`config.mk`:
```
export PLATFORM = sky130hd
export DESIGN_NAME = uart_tx_cfg
export DESIGN_NICKNAME = d
export VERILOG_FILES = /design/src/rtl/uart_pkg.sv /design/src/rtl/sync_fifo.sv /design/src/rtl/uart_tx_cfg.sv
export SDC_FILE = /design/constraint.sdc
export NUM_CORES = 1
export LEC_CHECK = 0
export ABC_CLOCK_PERIOD_IN_PS = 4100
export CORE_ASPECT_RATIO = 1.75
export CORE_MARGIN = 8
export CORE_UTILIZATION = 55
export DETAILED_ROUTE_END_ITERATION = 10
export MAX_ROUTING_LAYER = met4
export PLACE_DENSITY = 0.74
export RECOVER_POWER = 100
export SETUP_SLACK_MARGIN = 0.5
export SLEW_MARGIN = 15
export SYNTH_ARGS = -nofsm -noshare
export SYNTH_HDL_FRONTEND = slang
export SYNTH_SLANG_ARGS = --single-unit
```
`constraint.sdc`:
```
create_clock -name clk_i -period 4.1 [get_ports clk_i]
set_input_delay 1.025 -clock clk_i [delete_from_list [all_inputs] [get_ports clk_i]]
set_output_delay 1.025 -clock clk_i [all_outputs]
set_load 0.01 [all_outputs]
```
`src/rtl/uart_pkg.sv`:
```
// UART transmitter shared types: FSM states, parity modes, word-length encoding.
// Latency: n/a (types and constants only).
// Backpressure: n/a.
package uart_pkg;

    typedef enum logic [2:0] {
        IDLE,
        START,
        DATA,
        PARITY,
        STOP
    } tx_state_t;

    typedef enum logic [1:0] {
        PAR_NONE     = 2'b00,
        PAR_EVEN     = 2'b01,
        PAR_ODD      = 2'b10,
        PAR_NONE_ALT = 2'b11
    } parity_t;

    // Word length N = DBITS_BASE + data_bits code (00..11 -> 5..8).
    localparam logic [2:0] DBITS_BASE = 3'd5;

    localparam logic UART_IDLE_LVL = 1'b1;

    // Index of the last data bit sent for a given word-length code.
    function automatic logic [2:0] last_data_idx(input logic [1:0] code);
        return DBITS_BASE - 3'd1 + {1'b0, code};
    endfunction

endpackage

```
`src/rtl/sync_fifo.sv`:
```
// Single-clock FIFO with registered empty/full/level; rdata valid whenever non-empty.
// Latency: write visible at the output one edge after it is accepted.
// Backpressure: writes while full and reads while empty are ignored.
//   ports: wr_i/wdata_i write side, rd_i/rdata_o read side, empty_o/full_o/level_o status.
module sync_fifo #(
    parameter int WIDTH = 8,
    parameter int DEPTH = 16,
    localparam int AW = $clog2(DEPTH)
) (
    input  logic             clk_i,
    input  logic             rst_ni,
    input  logic             wr_i,
    input  logic [WIDTH-1:0] wdata_i,
    input  logic             rd_i,
    output logic [WIDTH-1:0] rdata_o,
    output logic             empty_o,
    output logic             full_o,
    output logic [AW:0]      level_o
);

    logic [WIDTH-1:0] mem [DEPTH];
    logic [AW-1:0]    wptr_q;
    logic [AW-1:0]    rptr_q;
    logic [AW:0]      level_q;
    logic [AW:0]      level_d;
    logic             empty_q;
    logic             full_q;
    logic             wr_ok;
    logic             rd_ok;

    assign wr_ok = wr_i && !full_q;
    assign rd_ok = rd_i && !empty_q;

    always_comb begin
        level_d = level_q;
        case ({wr_ok, rd_ok})
            2'b10:   level_d = level_q + (AW+1)'(1);
            2'b01:   level_d = level_q - (AW+1)'(1);
            default: level_d = level_q;
        endcase
    end

    always_ff @(posedge clk_i) begin
        if (wr_ok) begin
            mem[wptr_q] <= wdata_i;
        end
    end

    always_ff @(posedge clk_i or negedge rst_ni) begin
        if (!rst_ni) begin
            wptr_q  <= '0;
            rptr_q  <= '0;
            level_q <= '0;
            empty_q <= 1'b1;
            full_q  <= 1'b0;
        end else begin
            if (wr_ok) begin
                wptr_q <= wptr_q + AW'(1);
            end
            if (rd_ok) begin
                rptr_q <= rptr_q + AW'(1);
            end
            level_q <= level_d;
            empty_q <= (level_d == '0);
            full_q  <= (level_d == (AW+1)'(DEPTH));
        end
    end

    assign rdata_o = mem[rptr_q];
    assign empty_o = empty_q;
    assign full_o  = full_q;
    assign level_o = level_q;

endmodule

```
`src/rtl/uart_tx_cfg.sv`:
```
// FIFO-buffered UART transmitter with runtime word length, parity and stop bits.
// Latency: a queued byte starts one edge after empty_o falls; frames run back to back.
// Backpressure: full_o; writes while full are dropped and flagged on overflow_o.
//   ports: baud_div_i/data_bits_i/parity_i/stop2_i config (latched per frame),
//   tx_we_i/din_i write side, tx_en_i start gate, empty_o/full_o/level_o/overflow_o
//   FIFO status, busy_o frame in progress, tx_bit_o registered serial line.
module uart_tx_cfg
    import uart_pkg::*;
#(
    parameter int FIFO_DEPTH = 16,
    parameter int DIV_W      = 16
) (
    input  logic                          clk_i,
    input  logic                          rst_ni,
    input  logic [DIV_W-1:0]              baud_div_i,
    input  logic                          tx_en_i,
    input  logic                          tx_we_i,
    input  logic [7:0]                    din_i,
    input  logic [1:0]                    data_bits_i,
    input  logic [1:0]                    parity_i,
    input  logic                          stop2_i,
    output logic                          empty_o,
    output logic                          full_o,
    output logic [$clog2(FIFO_DEPTH):0]   level_o,
    output logic                          overflow_o,
    output logic                          busy_o,
    output logic                          tx_bit_o
);

    logic [7:0]       fifo_rdata;
    logic             fifo_empty;
    logic             fifo_full;
    logic             pop;

    tx_state_t        state_q, state_d;
    logic [DIV_W-1:0] baud_q, baud_d;
    logic [2:0]       bit_q, bit_d;
    logic             line_d;

    // Frame configuration captured at the pop.
    logic [DIV_W-1:0] div_q;
    logic [7:0]       data_q;
    logic [1:0]       dbits_q;
    parity_t          par_q;
    logic             stop2_q;

    logic             tx_bit_q;
    logic             ovf_q;

    logic [DIV_W-1:0] eff_div;
    logic             bit_end;
    logic             last_stop;
    logic             par_en;
    logic             frame_done;
    logic [7:0]       dmask;
    logic             par_bit;

    sync_fifo #(
        .WIDTH (8),
        .DEPTH (FIFO_DEPTH)
    ) u_fifo (
        .clk_i   (clk_i),
        .rst_ni  (rst_ni),
        .wr_i    (tx_we_i),
        .wdata_i (din_i),
        .rd_i    (pop),
        .rdata_o (fifo_rdata),
        .empty_o (fifo_empty),
        .full_o  (fifo_full),
        .level_o (level_o)
    );

    assign eff_div    = (baud_div_i == '0) ? DIV_W'(1) : baud_div_i;
    assign bit_end    = (baud_q == '0);
    assign last_stop  = (bit_q == {2'b00, stop2_q});
    assign par_en     = (par_q == PAR_EVEN) || (par_q == PAR_ODD);
    assign frame_done = (state_q == STOP) && bit_end && last_stop;
    // Popping at the end of the last stop bit gives gap-free back-to-back frames.
    assign pop        = tx_en_i && !fifo_empty && ((state_q == IDLE) || frame_done);

    always_comb begin
        for (int i = 0; i < 8; i++) begin
            dmask[i] = (3'(i) <= last_data_idx(dbits_q));
        end
        par_bit = (^(data_q & dmask)) ^ (par_q == PAR_ODD);
    end

    // Next-state: every bit start reloads the baud counter with div-1.
    always_comb begin
        state_d = state_q;
        bit_d   = bit_q;
        baud_d  = bit_end ? baud_q : baud_q - DIV_W'(1);
        case (state_q)
            IDLE: begin
                if (pop) begin
                    state_d = START;
                    baud_d  = eff_div - DIV_W'(1);
                end
            end
            START: begin
                if (bit_end) begin
                    state_d = DATA;
                    bit_d   = 3'd0;
                    baud_d  = div_q - DIV_W'(1);
                end
            end
            DATA: begin
                if (bit_end) begin
                    baud_d = div_q - DIV_W'(1);
                    if (bit_q == last_data_idx(dbits_q)) begin
                        state_d = par_en ? PARITY : STOP;
                        bit_d   = 3'd0;
                    end else begin
                        bit_d = bit_q + 3'd1;
                    end
                end
            end
            PARITY: begin
                if (bit_end) begin
                    state_d = STOP;
                    bit_d   = 3'd0;
                    baud_d  = div_q - DIV_W'(1);
                end
            end
            STOP: begin
                if (bit_end) begin
                    if (last_stop) begin
                        if (pop) begin
                            state_d = START;
                            baud_d  = eff_div - DIV_W'(1);
                        end else begin
                            state_d = IDLE;
                        end
                    end else begin
                        bit_d  = bit_q + 3'd1;
                        baud_d = div_q - DIV_W'(1);
                    end
                end
            end
            default: state_d = IDLE;
        endcase
    end

    // Line level is decoded from the next state so tx_bit_o can be a flop
    // that changes on the same edge as the state.
    always_comb begin
        line_d = UART_IDLE_LVL;
        case (state_d)
            START:   line_d = ~UART_IDLE_LVL;
            DATA:    line_d = data_q[bit_d];
            PARITY:  line_d = par_bit;
            default: line_d = UART_IDLE_LVL;
        endcase
    end

    always_ff @(posedge clk_i or negedge rst_ni) begin
        if (!rst_ni) begin
            state_q  <= IDLE;
            baud_q   <= '0;
            bit_q    <= 3'd0;
            div_q    <= DIV_W'(1);
            data_q   <= 8'h00;
            dbits_q  <= 2'b11;
            par_q    <= PAR_NONE;
            stop2_q  <= 1'b0;
            tx_bit_q <= UART_IDLE_LVL;
            ovf_q    <= 1'b0;
        end else begin
            state_q  <= state_d;
            baud_q   <= baud_d;
            bit_q    <= bit_d;
            tx_bit_q <= line_d;
            ovf_q    <= tx_we_i && fifo_full;
            if (pop) begin
                div_q   <= eff_div;
                data_q  <= fifo_rdata;
                dbits_q <= data_bits_i;
                par_q   <= parity_t'(parity_i);
                stop2_q <= stop2_i;
            end
        end
    end

    assign empty_o    = fifo_empty;
    assign full_o     = fifo_full;
    assign overflow_o = ovf_q;
    assign busy_o     = (state_q != IDLE);
    assign tx_bit_o   = tx_bit_q;

endmodule

```
==> run summary, run 1 <==
Synthesized Nets: 808
CP Capture Type: flip-flop
synth top area cells: edfxtp_1 (40%), dfrtp_1 (16%), mux4_2 (9.4%)
Routed Antenna Nets: 0
Synth Instances: 762
Netlist cell types: 75
Hold Crit Class: flip-flop to flip-flop
Syn. warnings: 0
FMAX: 274.2 MHz
Pleak: 0.003910 uW
core area: 17,300 um^2
Layout area overhead: 13.50%
PD cells: 423.0 nW/um^2
CTS tree: yes
hold path cells: 2
Via Count: 6,491
CTS hold repair buffers: 0
Antenna Cells: 0
Clk Tree Root Cell: clkbuf_16
Tcrit/Tclk final: 0.8895
outcome: complete, no violations
largest net degree at the start of global routing: 51
worst reg2reg startpoint: baud_q[0]
ys async rst share: 0.3469
M1 wire length: 7.905 mm
Die Area: 22,140 um^2
initial antenna violation count: 0
global route total overflow: 0
slowest cell on the critical path: dfrtp_1
kind of critical path: flip-flop to flip-flop
Seq/Total Area, Yosys: 0.5772
DRC Markers: 0
Peak VDD IR: 0.5498 mV
met3 wire len: 922 um
Sink Count: 196
Port Buffers: 42
Die Ht: 190.9 um
Synth area leader: edfxtp_1
vias in the first global route: 7,017
most common cell after layout, fill and taps aside: edfxtp_1
worst r2r dst: u_fifo.full_o
skew final: 12.03 ps
Top cell by count, worst path: ha_1
hold slack: 502.1 ps
clock transition at the registers of the reported paths: 80 ps
TritonCTS Buffers: 17
Starting DRT DRC Count: 406
crit path max fanout: 9
synthesized area per cell: 12.62 um^2
Slew @ Worst Pin: 1363 ps
wire length per cell: 22.45 um
H-tree Lvls: 4
worst skew pair latency: 450 ps
slowest stage delay, CP: 450 ps
Crit path buffers/inverters: 2
Top FF cell, synth: edfxtp_1
RSZ-0062 raised after global routing: true
DPL Wire Length: 16.73 mm
I/O pin count: 43
routed length on met2: 13.16 mm
FP Rows: 64
Via density: 6.194
Synth Register Bits: 196
count of max-cap constraint violations: 0
max layer used: met4
Max clock buf depth: 2
post-route setup TNS: 0 ps
first-pass GRT wire length: 37.49 mm
max_slew headroom: 0.09100
aggregate routed wire length: 23.53 mm
# fillers: 1,344
r2r setup slk: 450 ps
Die Width: 116.0 um
Startpoint Class: flip-flop
Nets: 850
commonest non-fill, non-tap cells in the layout: edfxtp_1 (128), nand2_1 (122), dfrtp_1 (62)
final hold vios: 0
Cell Chain, Critical Path: inv_1 -> ha_1 -> nor4b_4 -> nand3b_1 -> o31ai_4 -> buf_12 -> nand2_1 -> xnor2_1 -> ha_1 -> a21o_1 -> nand3_1 -> nor3b_1 -> xor2_1 -> a211o_1 -> nor2b_1
DRT Pass-1 Iters: 7
Top delay family on crit path: simple AND/OR/NAND/NOR gates
GPL Wtd Cong: 0.9668
Initial Util: 0.5561
final count of negative-setup-slack endpoints: 0
Slew Viols, Final: 0
Worst Path Arrival: 4020 ps
WHS Endpoint: dbits_q[1]
synthesized cell area: 9618 um^2
post-synth top area share: 0.3996
Tmin final: 3647 ps
Crit path required time: 4480 ps
layout cells sized above 1: 0.1395
count of flip-flops with a built-in enable after synthesis: 128
GRT Total Usage: 0.2347
R2R depth: 15
Hold Crit Start: dbits_q[1]
worst max-delay path by stage:
stage                         startpoint       endpoint  slack, ps  cells past startpoint
final                          baud_q[0]  u_fifo.full_o        450                     15
after global routing      baud_div_i[12]     baud_q[10]        260                     13
after CTS                 baud_div_i[12]     baud_q[10]        510                     13
after detailed placement  baud_div_i[12]     baud_q[10]         60                     13
after global placement    baud_div_i[12]     baud_q[14]        180                     13
after floorplan                baud_q[0]  u_fifo.full_o        620                     14
cell type report:
type                    count  area (um^2)  share of cell area
clock buffers              17        425.4             0.03897
clock inverters            15        183.9             0.01685
inverters                  15        56.30            0.005158
multi-input cells         512         3841              0.3519
flip-flops and latches    196         5553              0.5087
well taps                 231        289.0             0.02648
repair buffers             62        568.0             0.05203
through the flow:
step | instance area [um^2] | setup WS, ps | instances | power [uW] | utilization
finish | 10920 | 453.0 | 1048 | 4618 | 0.6311
global route | 10920 | 261.9 | 1048 | 4794 | 0.6311
CTS | 10910 | 511.4 | 1047 | 4666 | 0.6309
detailed placement | 10300 | 56.19 | 1015 | 2982 | 0.5957
global placement | 10300 | 181.0 | 1015 | 2943 | 0.5957
floorplan | 9618 | 619.3 | 762 | 2713 | -
layer usage:
layer | global-route usage | up-vias
li1 | - | 2923
met1 | 0.2170 | 3258
met2 | 0.4151 | 223
met3 | 0.04745 | 87
met4 | 0.1691 | 0
met5 | - | -
worst min-delay path, cell delays in order (launching register included):
cell and delay [ps]:
dfstp_2 400, nand2_1 60, nand2_1 50
repair_timing:
action | 4_1_cts | 5_1_grt
endpoints found under the hold margin | 0 | 0
endpoints found under the setup margin | 1 | 7
pin swaps | 1 | 1
buffers inserted | 0 | 1
gates resized for setup | 0 | 6
state kept, by name, summed over array words and instances, names as in the netlist:
name	count
u_fifo.mem	128
baud_q	16
div_q	16
data_q	8
u_fifo.level_o	5
u_fifo.rptr_q	4
u_fifo.wptr_q	4
bit_q	3
state_q	3
dbits_q	2
par_q	2
overflow_o	1
stop2_q	1
tx_bit_o	1
u_fifo.empty_o	1
u_fifo.full_o	1
cells in the mapped netlist (11+ instances only):
library cell and number:
xor2_1 17, mux2i_1 11, nand3_1 17, edfxtp_1 128, o21ai_0 28, nand2_1 122, ha_1 13, mux4_2 40
nor2_1 35, a21oi_1 27, clkbuf_1 23, dfrtp_1 63, nor3_1 19, xnor2_1 37, and2_1 18, nor4_1 11
inv_1 14
logic make-up after synthesis:
family	Yosys count	synth area share
buffers and inverters	54	0.02276
XOR/XNOR	55	0.05087
flip-flops	196	0.5772
adder cells (fa/ha/maj)	13	0.01691
AND/OR/NAND/NOR	283	0.1493
AO/OA/AOI/OAI	109	0.07662
multiplexers	52	0.1063
report_power, final:
| part | internal (uW) | total (uW) | switching (uW) |
|---|---|---|---|
| clock | 877 | 1690 | 815 |
| sequential | 2290 | 2410 | 113 |
| combinational | 224 | 518 | 294 |
(Power assumes the default switching activity.)
==> run 2, diff against run 1 <==
--- a/config.mk
+++ b/config.mk
@@ -7,7 +7,7 @@
 export LEC_CHECK = 0
 export ABC_CLOCK_PERIOD_IN_PS = 4100
 export CORE_ASPECT_RATIO = 1.75
-export CORE_MARGIN = 8
+export CORE_MARGIN = 5
 export CORE_UTILIZATION = 55
 export DETAILED_ROUTE_END_ITERATION = 10
 export MAX_ROUTING_LAYER = met4
==> run 2 against run 1 <==
The run now ends with capacitance limit, slew limit left. Clock skew grew 4.9 ps. Sequential power is essentially flat. First-iteration DRC count is 19% lower. Cell area up 0.24%. Flip-flop and latch count is the same. Setup slack worse by 15 ps. Cell count up 0.76%. Die area is 8.2% lower. Wire length rose by 0.55%. Sequential share of layout area decreased by 0.099 points. Critical endpoint is now busy_o. Largest power group unchanged.
==> run summary, run 2 (synthesis gave the netlist of run 1 again) <==
FP Rows: 64
Initial Util: 0.5535
Nets: 858
Crit path required time: 3070 ps
final hold vios: 0
global route total overflow: 0
sequential cell area: 5555 um^2
max FFs per register: 128
post-route setup TNS: 0 ps
Die Width: 110.0 um
Sink Count: 196
FMAX: 273.1 MHz
CTS hold repair buffers: 0
Final Core Density: 0.6298
Hold Crit Class: flip-flop to flip-flop
TritonCTS Buffers: 17
max_slew headroom: -0.2246
Layout area overhead: 13.78%
count of max-cap constraint violations: 1
Slew Viols, Final: 69
r2r setup slk: 520 ps
CP Capture Type: primary output
most common cell after layout, fill and taps aside: edfxtp_1
Die Ht: 184.9 um
crit path max fanout: 16
Routed Antenna Nets: 0
Starting DRT DRC Count: 328
Antenna Cells: 0
Max clock buf depth: 2
area of the multi-input gates: 3835 um^2
violated checks: capacitance limit, slew limit
# fillers: 1,346
hold path cells: 2
aggregate routed wire length: 23.66 mm
Worst Path Arrival: 2640 ps
outcome: finished, violations left
Slew @ Worst Pin: 1837 ps
DRC Markers: 0
skew final: 16.94 ps
layout cells sized above 1: 0.1455
Startpoint Class: flip-flop
worst reg2reg startpoint: baud_q[0]
Via density: 6.128
PD cells: 421.1 nW/um^2
vias in the first global route: 6,915
DPL Wire Length: 17.10 mm
Die Area: 20,340 um^2
GRT Total Usage: 0.2563
core area: 17,380 um^2
Hold Crit Start: dbits_q[1]
GPL Wtd Cong: 0.9432
Port Buffers: 42
final count of negative-setup-slack endpoints: 0
largest net degree at the start of global routing: 69
Clk Tree Root Cell: clkbuf_16
Pleak: 0.003934 uW
I/O pin count: 43
clock transition at the registers of the reported paths: 70 ps
Via Count: 6,471
R2R depth: 15
Tcrit/Tclk final: 0.8932
Biggest register: u_fifo.mem
RSZ-0062 raised after global routing: false
WHS Endpoint: dbits_q[1]
worst skew pair latency: 440 ps
kind of critical path: flip-flop to primary output
wire length per cell: 22.40 um
CTS tree: yes
H-tree Lvls: 4
commonest non-fill, non-tap cells in the layout: edfxtp_1 (128), nand2_1 (122), dfrtp_1 (62)
Peak VDD IR: 0.5580 mV
worst r2r dst: u_fifo.full_o
initial antenna violation count: 0
first-pass GRT wire length: 37.40 mm
DRT Pass-1 Iters: 5
largest registers: u_fifo.mem (128), baud_q (16), div_q (16)
Tmin final: 3662 ps
run 2: worst max path at each step:
stage                        start       endpoint  slack [ps]  cells after the start
global route             baud_q[0]  u_fifo.full_o         280                     15
CTS                      baud_q[0]  u_fifo.full_o         560                     14
floorplan                baud_q[0]  u_fifo.full_o         620                     14
detailed placement  baud_div_i[12]     baud_q[14]         130                     13
finish                  state_q[1]         busy_o         440                      5
global placement    baud_div_i[12]     baud_q[14]         140                     13
run 2: per-layer routing:
| metal | track usage | part of all wire |
|---|---|---|
| met1 | 0.2573 | 0.34 |
| met2 | 0.4664 | 0.57 |
| met3 | 0.04534 | 0.038 |
| met4 | 0.1248 | 0.047 |
| met5 | - | 0 |
run 2: final cells by class:
| type | count | area share |
|---|---|---|
| inverter | 15 | 0.005145 |
| tap | 231 | 0.02641 |
| clock buffer | 17 | 0.03887 |
| sequential | 196 | 0.5077 |
| timing repair buffer | 70 | 0.05614 |
| clock inverter | 15 | 0.01532 |
| multi-input combinational | 512 | 0.3504 |
run 2: critical path, stage by stage (launching register included):
cell and delay, ps:
dfrtp_1 370, buf_4 170, or2_2 460, nor2_1 400, inv_1 260, clkdlybuf4s50_1 540
run 2: through the flow:
stage          total power (uW)  cell area, um^2  instances  worst slack (ps)  hold WS (ps)
4_1_cts                    4665            10940       1053             560.0         502.9
3_5_place_dp               3008            10350       1021             125.1         491.8
3_3_place_gp               2960            10350       1021             140.8         469.5
6_report                   4608            10940       1056             438.0         505.7
5_1_grt                    4784            10940       1056             280.1         518.1
2_1_floorplan              2713             9618        762             619.3         449.7
run 2: what timing repair did:
| item | in CTS | in global routing |
|---|---|---|
| resized for setup | 1 | 2 |
| pin swaps | 0 | 1 |
| buffers inserted | 0 | 3 |
| endpoints found under the setup margin | 1 | 6 |
run 2: power by group:
group	internal [uW]	switching, uW
logic	224	303
clock network	831	830
registers	2290	126
total	3350	1260
==> run 3, diff against run 2 <==
--- a/config.mk
+++ b/config.mk
@@ -7,11 +7,11 @@
 export LEC_CHECK = 0
 export ABC_CLOCK_PERIOD_IN_PS = 4100
 export CORE_ASPECT_RATIO = 1.75
-export CORE_MARGIN = 5
+export CORE_MARGIN = 8
 export CORE_UTILIZATION = 55
 export DETAILED_ROUTE_END_ITERATION = 10
 export MAX_ROUTING_LAYER = met4
-export PLACE_DENSITY = 0.74
+export PLACE_DENSITY = 0.73
 export RECOVER_POWER = 100
 export SETUP_SLACK_MARGIN = 0.5
 export SLEW_MARGIN = 15
==> run 3 against run 2 <==
The run now ends clean. Setup slack got worse by 36 ps. Clock skew decreased by 4.3 ps. Worst hold slack worse by 3.4 ps.
==> run summary, run 3 (synthesis gave the netlist of run 1 again) <==
aggregate routed wire length: 23.13 mm
CTS tree: yes
Hold Crit Class: flip-flop to flip-flop
Crit path required time: 3070 ps
FP Rows: 64
CP Capture Type: primary output
worst reg2reg startpoint: baud_q[0]
largest registers: u_fifo.mem (128), baud_q (16), div_q (16)
Critical Path Sink: busy_o
outcome: complete, no violations
Psw: 1195 uW
post-route setup TNS: 0 ps
I/O pin count: 43
wire length per cell: 21.89 um
PD cells: 423.6 nW/um^2
most common cell after layout, fill and taps aside: edfxtp_1
Sw Ratio: 0.2576
Design Area, Final: 10,950 um^2
vias in the first global route: 6,883
Die Width: 116.0 um
TritonCTS Buffers: 17
Startpoint Class: flip-flop
Final Core Density: 0.6333
FMAX: 270.4 MHz
Layout area overhead: 13.89%
Tcrit/Tclk final: 0.9020
kind of critical path: flip-flop to primary output
Die Ht: 190.9 um
# fillers: 1,330
H-tree Lvls: 4
Antenna Cells: 0
max_slew headroom: 0.1452
Port Buffers: 42
largest net degree at the start of global routing: 48
worst skew pair latency: 440 ps
layout cells sized above 1: 0.1453
Peak VDD IR: 0.5673 mV
Worst Path Arrival: 2670 ps
final hold vios: 0
first-pass GRT wire length: 37.01 mm
DRC Markers: 0
internal power: 3445 uW
Slew Viols, Final: 0
DPL Wire Length: 17.06 mm
Sequential Power Share: 0.518
final count of negative-setup-slack endpoints: 0
Biggest register: u_fifo.mem
count of max-cap constraint violations: 0
Starting DRT DRC Count: 462
Clk network pwr share: 0.369
max FFs per register: 128
Die Area: 22,140 um^2
Via density: 6.088
Pleak: 0.003933 uW
Max clock buf depth: 2
r2r setup slk: 540 ps
CTS hold repair buffers: 0
initial antenna violation count: 0
DRT Pass-1 Iters: 5
RSZ-0062 raised after global routing: true
Routed Antenna Nets: 0
commonest non-fill, non-tap cells in the layout: edfxtp_1 (128), nand2_1 (121), dfrtp_1 (62)
GPL Wtd Cong: 0.9791
Sink Count: 196
global route total overflow: 0
Initial Util: 0.5561
crit path max fanout: 16
core area: 17,300 um^2
hold slack: 502.3 ps
Placed Area: 10,330 um^2
R2R depth: 12
clock transition at the registers of the reported paths: 80 ps
GRT Total Usage: 0.2315
Clk Tree Root Cell: clkbuf_16
worst r2r dst: u_fifo.full_o
Tmin final: 3698 ps
Slew @ Worst Pin: 1282 ps
Nets: 859
Via Count: 6,435
skew final: 12.65 ps
Combinational Power Share: 0.112
Critical Path Source: state_q[1]
## run 3: worst min path at each step
stage / start / endpoint / slack (ps) / cells past startpoint
6_report: dbits_q[1] / dbits_q[1] / 500 / 2
3_5_place_dp: div_q[15] / div_q[15] / 490 / 2
4_1_cts: div_q[15] / div_q[15] / 510 / 2
5_1_grt: div_q[15] / div_q[15] / 520 / 2
2_1_floorplan: par_q[1] / par_q[1] / 450 / 2
3_3_place_gp: par_q[1] / par_q[1] / 470 / 2
## run 3: cell type report
class	instances	area [um^2]	area share
timing repair buffer	71	608.1	0.05551
clock buffer	17	425.4	0.03883
clock inverter	15	188.9	0.01725
inverter	15	56.30	0.005140
sequential	196	5553	0.5069
multi-input combinational	512	3834	0.3500
tap	231	289.0	0.02638
## run 3: repair_timing
item / CTS / global route
cloned: 0 / 0
pin swaps: 1 / 3
hold endpoints to repair: 0 / 0
setup buffers: 0 / 7
gates resized for setup: 1 / 5
endpoints found under the setup margin: 2 / 7
## run 3: critical path, stage by stage (launching register included)
cell and delay, ps:
dfrtp_1 490, or2_2 490, nor2_1 470, inv_1 230, clkdlybuf4s50_1 540
## run 3: power groups by stage
stage               Clock [uW]  Sequential [uW]  Combinational, uW
detailed placement           0             2450                536
finish                    1710             2400                521
global placement             0             2430                516
floorplan                    0             2410                304
CTS                       1740             2410                542
global route              1810             2420                571
## run 3: layer usage
| metal | track usage | vias up | wire length (um) |
|---|---|---|---|
| met2 | 0.4180 | 195 | 13060 |
| met4 | 0.1465 | 0 | 1362 |
| li1 | - | 2945 | - |
| met3 | 0.03733 | 77 | 835 |
| met1 | 0.2207 | 3218 | 7879 |
| met5 | - | - | 0 |
## run 3: stage by stage
stage          setup slack (ps)  cells  power (uW)
6_report                  401.9   1057        4640
5_1_grt                   230.1   1057        4805
4_1_cts                   514.6   1050        4684
3_5_place_dp              184.6   1018        2984
3_3_place_gp              199.9   1018        2949
2_1_floorplan             619.3    762        2713
